**config.mk**
```make
export PLATFORM = sky130hd
export DESIGN_NAME = uw_frame_insert
export DESIGN_NICKNAME = d
export VERILOG_FILES = /design/src/rtl/uw_frame_insert.sv
export SDC_FILE = /design/constraint.sdc
export NUM_CORES = 1
export LEC_CHECK = 0
export CAP_MARGIN = 20
export CORE_MARGIN = 2
export CORE_UTILIZATION = 30
export CTS_BUF_LIST = sky130_fd_sc_hd__clkbuf_4
export DETAILED_ROUTE_END_ITERATION = 10
export GPL_ROUTABILITY_DRIVEN = 0
export SYNTH_ARGS = -nofsm -noshare
export SYNTH_HDL_FRONTEND = slang
export SYNTH_SLANG_ARGS = --single-unit
```
**constraint.sdc**
```tcl
create_clock -name clk -period 3 [get_ports clk]
set_clock_uncertainty 0.05 [all_clocks]
set_input_delay 0.45 -clock clk [delete_from_list [all_inputs] [get_ports clk]]
set_output_delay 0.45 -clock clk [all_outputs]
set_load 0.05 [all_outputs]
```
**src/rtl/uw_frame_insert.sv**
```systemverilog
`default_nettype none
// ============================================================================
//  Module   : uw_frame_insert
//  Purpose  : Serial burst framer. After an optional run of filler zeros it
//             emits NUM_FRAMES frames, each made of a SYNC_LEN-bit unique
//             word (chosen by rotation) followed by BITS_PER_FRAME-SYNC_LEN
//             payload bits taken from a valid/ready input stream.
//  Ports    : clk        - single clock
//             rst_in     - synchronous active-high reset
//             start      - begins a burst (only honoured in IDLE)
//             rotation   - selects the sync word, latched at start
//             bit_offset - number of leading filler bits, latched at start
//             data_in    - payload bit
//             valid_in   - data_in is valid
//             ready_out  - payload accepted this cycle (high in PAYLOAD)
//             hard_out   - registered serial output bit
//             valid_out  - hard_out is valid
//             busy       - a burst is in progress
//             done       - one-cycle pulse on the final output bit
//  Revision : 1.0 - initial release
// ============================================================================
module uw_frame_insert #(
    parameter int BITS_PER_FRAME = 80,
    parameter int NUM_FRAMES     = 32,   // must be >= 2
    parameter int SYNC_LEN       = 8     // must be <= 8
) (
    input  logic                              clk,
    input  logic                              rst_in,
    input  logic                              start,
    input  logic [1:0]                        rotation,
    input  logic [$clog2(BITS_PER_FRAME)-1:0] bit_offset,
    input  logic                              data_in,
    input  logic                              valid_in,
    output logic                              ready_out,
    output logic                              hard_out,
    output logic                              valid_out,
    output logic                              busy,
    output logic                              done
);

    localparam int BW = $clog2(BITS_PER_FRAME);
    localparam int FW = $clog2(NUM_FRAMES);

    localparam logic [1:0] S_IDLE    = 2'd0;
    localparam logic [1:0] S_OFFSET  = 2'd1;
    localparam logic [1:0] S_SYNC    = 2'd2;
    localparam logic [1:0] S_PAYLOAD = 2'd3;

    localparam logic [BW-1:0] C_LAST_BIT   = BW'(BITS_PER_FRAME - 1);
    localparam logic [BW-1:0] C_LAST_SYNC  = BW'(SYNC_LEN - 1);
    localparam logic [FW-1:0] C_LAST_FRAME = FW'(NUM_FRAMES - 1);

    logic [1:0]    state_q,     state_d;
    logic [BW-1:0] bit_cnt_q,   bit_cnt_d;
    logic [FW-1:0] frame_cnt_q, frame_cnt_d;
    logic [1:0]    rot_q,       rot_d;
    logic [BW-1:0] off_q,       off_d;
    logic          hard_q,      hard_d;
    logic          valid_q,     valid_d;
    logic          busy_q,      busy_d;
    logic          done_q,      done_d;

    logic [BW-1:0] w_off_clamped;
    logic [7:0]    w_sync_word;
    logic          w_sync_bit;
    logic          w_frame_end;
    logic          w_burst_end;

    // Offsets that would not fit in one frame saturate at a frame minus one.
    assign w_off_clamped = (32'(bit_offset) >= 32'(BITS_PER_FRAME)) ? C_LAST_BIT : bit_offset;

    always_comb begin
        unique case (rot_q)
            2'd0:    w_sync_word = 8'h27;
            2'd1:    w_sync_word = 8'h4E;
            2'd2:    w_sync_word = 8'hD8;
            default: w_sync_word = 8'hB1;
        endcase
    end

    // During SYNC the bit counter runs 0..SYNC_LEN-1, so it indexes the word MSB first.
    assign w_sync_bit = w_sync_word[3'(SYNC_LEN - 1) - bit_cnt_q[2:0]];

    // The bit counter keeps running through the payload, so the frame ends at BITS_PER_FRAME-1.
    assign w_frame_end = (state_q == S_PAYLOAD) && valid_in && (bit_cnt_q == C_LAST_BIT);
    assign w_burst_end = w_frame_end && (frame_cnt_q == C_LAST_FRAME);

    // ------------------------------------------------------------------------
    // State and output registers
    // ------------------------------------------------------------------------
    always_ff @(posedge clk) begin
        if (rst_in) begin
            state_q     <= S_IDLE;
            bit_cnt_q   <= '0;
            frame_cnt_q <= '0;
            rot_q       <= '0;
            off_q       <= '0;
            hard_q      <= 1'b0;
            valid_q     <= 1'b0;
            busy_q      <= 1'b0;
            done_q      <= 1'b0;
        end else begin
            state_q     <= state_d;
            bit_cnt_q   <= bit_cnt_d;
            frame_cnt_q <= frame_cnt_d;
            rot_q       <= rot_d;
            off_q       <= off_d;
            hard_q      <= hard_d;
            valid_q     <= valid_d;
            busy_q      <= busy_d;
            done_q      <= done_d;
        end
    end

    // ------------------------------------------------------------------------
    // Next-state and counter logic
    // ------------------------------------------------------------------------
    always_comb begin
        state_d     = state_q;
        bit_cnt_d   = bit_cnt_q;
        frame_cnt_d = frame_cnt_q;
        rot_d       = rot_q;
        off_d       = off_q;
        unique case (state_q)
            S_IDLE: begin
                if (start) begin
                    rot_d       = rotation;
                    off_d       = w_off_clamped;
                    bit_cnt_d   = '0;
                    frame_cnt_d = '0;
                    state_d     = (w_off_clamped != '0) ? S_OFFSET : S_SYNC;
                end
            end
            S_OFFSET: begin
                // Filler reuses the bit counter, then restarts it for frame 0.
                if (bit_cnt_q == off_q - BW'(1)) begin
                    bit_cnt_d = '0;
                    state_d   = S_SYNC;
                end else begin
                    bit_cnt_d = bit_cnt_q + BW'(1);
                end
            end
            S_SYNC: begin
                bit_cnt_d = bit_cnt_q + BW'(1);
                if (bit_cnt_q == C_LAST_SYNC) begin
                    state_d = S_PAYLOAD;
                end
            end
            default: begin
                if (valid_in) begin
                    if (w_frame_end) begin
                        bit_cnt_d = '0;
                        if (w_burst_end) begin
                            frame_cnt_d = '0;
                            state_d     = S_IDLE;
                        end else begin
                            frame_cnt_d = frame_cnt_q + FW'(1);
                            state_d     = S_SYNC;
                        end
                    end else begin
                        bit_cnt_d = bit_cnt_q + BW'(1);
                    end
                end
            end
        endcase
    end

    // ------------------------------------------------------------------------
    // Output logic (next values of the registered outputs)
    // ------------------------------------------------------------------------
    always_comb begin
        hard_d  = hard_q;   // hard_out holds whenever no bit is produced
        valid_d = 1'b0;
        busy_d  = busy_q;
        done_d  = 1'b0;
        unique case (state_q)
            S_IDLE: begin
                if (start) begin
                    busy_d = 1'b1;
                end
            end
            S_OFFSET: begin
                hard_d  = 1'b0;
                valid_d = 1'b1;
            end
            S_SYNC: begin
                hard_d  = w_sync_bit;
                valid_d = 1'b1;
            end
            default: begin
                if (valid_in) begin
                    hard_d  = data_in;
                    valid_d = 1'b1;
                end
                if (w_burst_end) begin
                    done_d = 1'b1;
                    busy_d = 1'b0;
                end
            end
        endcase
    end

    assign ready_out = (state_q == S_PAYLOAD);
    assign hard_out  = hard_q;
    assign valid_out = valid_q;
    assign busy      = busy_q;
    assign done      = done_q;

endmodule
`default_nettype wire

```
# Yosys cells after proc, flatten, opt, wreduce, memory -nomap -nowiden
# Cells that the tools add are included.
# op_classes
n_addsub,4
order_cmp,2
n_eq_ne,12
n_mux,30
bitwise,2
n_reduce_logical,20
# ops
cell,n
2-to-1 mux 7 bit,5
case mux 8 bit (3 select lines),1
case mux 7 bit (3 select lines),1
2-to-1 mux 5 bit,4
2-to-1 mux 2 bit,7
case mux 5 bit (2 select lines),1
nonzero test 4 bit,2
adder 7 x 1 -> 7 bit (second input constant),1
equality test 7 x 3 -> 1 bit (second input constant),1
equality test 7 bit,1
equality test 7 bit (second input constant),1
>= comparator 7 bit (second input constant),1
nonzero test 7 bit,1
subtractor 7 x 1 -> 7 bit (second input constant),1
equality test 2 bit (second input constant),3
2-to-1 mux 1 bit,6
!= test 2 bit (second input constant),3
case mux 2 bit (3 select lines),1
AND reduction 2 bit,3
nonzero test 2 bit,3
adder 5 x 1 -> 5 bit (second input constant),1
equality test 5 bit (second input constant),1
AND reduction 5 bit,1
equality test 2 x 1 -> 1 bit (second input constant),2
other kinds (13),18
# totals
ff_bits,27
inputBits,14
output_inout_bits,5
wordCells,79

# Longest topological paths before layout
# depth
ltp_word,8
mapped_depth,10

# Worst setup path after synthesis
# No wires, ideal clock.
# synth_timing
path_kind,reg2reg
startpoint,register off_q[0]
endpoint,register bit_cnt_q[1]
setup_time_ps,117
arrival_ps,2471
required_ps,2833
setup_slack_ps,362
stages_incl_launch_ff,11
period_less_slack_ps,2638
path_cell_list,dfxtp_1 -> inv_1 -> ha_1 -> clkbuf_1 -> or2b_2 -> or4_1 -> a31oi_1 -> o211ai_2 -> a211oi_4 -> nor4_2 -> a22o_2
# synth_between
elab_chain_cells,4
# synth_lines
element,line_no,rtl
start: declaration,57,"logic [BW-1:0] off_q, off_d;"
start signal: assignment,97,off_q <= '0;
start signal: assignment,107,off_q <= off_d;
subtractor 7 x 1 -> 7 bit,136,if (bit_cnt_q == off_q - BW'(1)) begin
equality test 7 bit,136,
2-to-1 mux 7 bit,136,
case mux 7 bit (3 select lines),124,unique case (state_q)
end signal: assignment,104,bit_cnt_q <= bit_cnt_d;
end: declaration,54,"logic [BW-1:0] bit_cnt_q, bit_cnt_d;"
# Every way passes these cells.
# A chain may end at the register's enable or synchronous reset.

# Worst setup path in the final report
# layout_timing
startpoint,register off_q[0]
endpoint,register bit_cnt_q[3]
# Same word-level chain as after synthesis.

==> results.txt <==
outcome = completed
syn nets = 250
routed wire length = 3.71 mm
fmax = 355 MHz
Post-Synthesis Cells = 224
Crit Reg-Reg Endpoint = bit_cnt_q[3]
TritonCTS clock tree = built
die height = 81.5 µm
Initial DRC Count = 69
Skew-Pair Late Insertion Delay = 0.33 ns
met2 routed WL = 1.66 mm
# port buffers = 18
RSZ-0062 raised after global routing = no
Worst-path clk slew = 0.16 ns
LEAKAGE = 0.765 nW
Max Used Layer = met4
Chip Width = 81.5 µm
Seq pwr share = 34.9%
Synth Flop Type = dfxtp_1
Avg WL per Cell = 12.0 µm
design area = 0.00204 mm²
Crit Path Category = reg -> reg
Slew headroom = 58.6%
DR vias/cell = 5.03
Total GRT Usage = 12.0%
largest net degree at the start of global routing = 16
NetSw = 654 µW
Pint = 798 µW
combinational power share = 53.8%
largest family of logic cells by synthesized area = simple AND/OR/NAND/NOR gates
most common cell after layout, fill and taps aside = dfxtp_1
RR Startpoint = off_q[0]
hold_ws = 0.445 ns
adder-cell share of the synthesized area = 8.34%
max cap viols = 0
ys async rst share = 0%
xor/xnor share of the synthesized area = 6.67%
Post-DP HPWL = 2.80 mm
effective utilization at floorplan = 30.8%
CTS resizes = 0
Startpoint Class = register
Worst-Margin Slew = 0.619 ns
Yosys cell types = 50
setup bufs post-CTS = 0
Register-to-Register Path Depth = 9
final worst path period share = 93.8%
Post-Route M1 WL = 1.89 mm
switch share = 45.1%
vias in the first global route = 1393
flops & latches, synth = 27
Ys Warns = 0
vias post-DR = 1560
Min-Delay Path Class = reg -> reg
global route overflow = 0
crit path DAT = 3.00 ns
Post-DP Area = 0.00201 mm²
CP endpoint kind = register
initial antenna violation count = 0
TritonCTS Buffers = 3
num rows = 28
CTS max path bufs = 2
HP Start = off_q[5]
CTS H-Tree Depth = 1
Finish-stage setup viols = 0
cell accounting for the most synthesized area = dfxtp_1
Final Hold Viols = 0
multiplexer share of the synthesized area = 2.22%
Clk pwr share = 11.4%
area fraction in compound gates after synthesis = 18.5%
CTS root buf = clkbuf_4
Core Box Area = 0.00585 mm²
Hold Path Depth = 2
Sum Neg Setup Slack = 0 ns
VDD IR max = 0.276 mV
ant diodes = 0
post-synth top area share = 30.0%
most frequent cells in the layout = dfxtp_1 (27), nor2_1 (26), nand2_1 (20)
Worst Hold End = off_q[5]
min Tclk post-route = 2.82 ns
DRC viols = 0
Critical Path RT = 3.19 ns
PwrDens = 711 mW/mm²
Avg Cell Area, Syn = 8.04 µm²
Die ar. = 0.00664 mm²
first-pass GRT wire length = 6.40 mm
pins over their slew limit = 0
worst-path maximum fanout = 8
Post-synth EDFFs = 0
synth top area cells = dfxtp_1 (30%), ha_1 (8.3%), nor2_1 (5.4%)
Post-CTS Hold Fix Bufs = 0
post-synthesis sequential area ratio = 30.0%
CTS sink count = 27
layout cell share with drive strength beyond 1 = 9.79%
post-synthesis simple-gate area fraction = 28.6%
Initial DRT Pass Iterations = 4
Area Overhead vs Synth = 13.4%
Netlist Area Pre-Place = 0.00180 mm²
Routed Antenna Nets = 0
routed wl met3 = 112 µm
fin util = 34.9%
final net count = 262
reg2reg setup slack = 0.18 ns
Ports = 19
kinds of logic after synthesis:
logic type                 Yosys count
AOI/OAI and AO/OA                   49
and+or+nand+nor                     99
xor gates and xnor gates            12
buffers and inverters               21
adders and majority gates           12
muxes                                4
DFF                                 27
flip-flops by register name (all words and copies together), names as in the netlist:
| signal | cells |
|---|---|
| valid_out | 1 |
| done | 1 |
| busy | 1 |
| off_q | 7 |
| bit_cnt_q | 7 |
| hard_out | 1 |
| state_q | 2 |
| rot_q | 2 |
| frame_cnt_q | 5 |
power groups by stage:
stage / clock, mW / sequential [mW] / combinational, mW
finish: 0.165 / 0.506 / 0.780
global route: 0.186 / 0.520 / 0.882
CTS: 0.175 / 0.508 / 0.788
detailed placement: 0 / 0.517 / 0.781
global placement: 0 / 0.514 / 0.779
floorplan: 0 / 0.553 / 0.559
worst max-delay path by stage:
stage | cells past startpoint | slack, ns | startpoint | endpoint
4_1_cts | 9 | 0.17 | off_q[0] | bit_cnt_q[3]
2_1_floorplan | 10 | 0.36 | off_q[0] | bit_cnt_q[1]
3_3_place_gp | 9 | 0.24 | off_q[0] | bit_cnt_q[4]
6_report | 9 | 0.18 | off_q[0] | bit_cnt_q[3]
5_1_grt | 9 | 0.02 | off_q[0] | bit_cnt_q[3]
3_5_place_dp | 9 | 0.20 | off_q[0] | bit_cnt_q[3]
layout make-up:
type                            instances  area, µm²
Clock buffer                            3       22.5
Sequential cell                        27        541
Inverter                                9       33.8
Tap cell                               75       93.8
Clock inverter                          1       5.00
Timing Repair Buffer                   19        188
Fill cell                             624       3810
Multi-Input combinational cell        176       1160
cell usage after synthesis (all sizes together) (7+ instances only):
| library cell | n |
|---|---|
| and2 | 7 |
| nor2 | 26 |
| inv | 9 |
| xnor2 | 9 |
| a21oi | 10 |
| clkbuf | 8 |
| nor3 | 10 |
| dfxtp | 27 |
| nand2 | 20 |
| o21ai | 14 |
| nand3 | 9 |
| ha | 12 |
per-layer routing:
| metal | GRT usage, % | vias up |
|---|---|---|
| met5 | 0 | - |
| li1 | - | 815 |
| met2 | 19.6 | 22 |
| met1 | 17.1 | 715 |
| met4 | 2.54 | 0 |
| met3 | 1.32 | 8 |
metrics by stage:
stage | power, mW | cells | setup slack, ns
final | 1.45 | 310 | 0.185
after global routing | 1.59 | 310 | 0.0155
after CTS | 1.47 | 310 | 0.173
after detailed placement | 1.30 | 306 | 0.197
after global placement | 1.29 | 306 | 0.244
after floorplan | 1.11 | 224 | 0.362
critical path, cell delays in order, from the launching register on:
cell and delay (ns):
dfxtp_1 0.38, inv_1 0.09, ha_1 0.29, or2b_2 0.31
or4_1 0.39, a31oi_1 0.21, o211ai_2 0.13, a211oi_4 0.45
nor4_2 0.13, a211o_1 0.29
(Power assumes the default switching activity.)
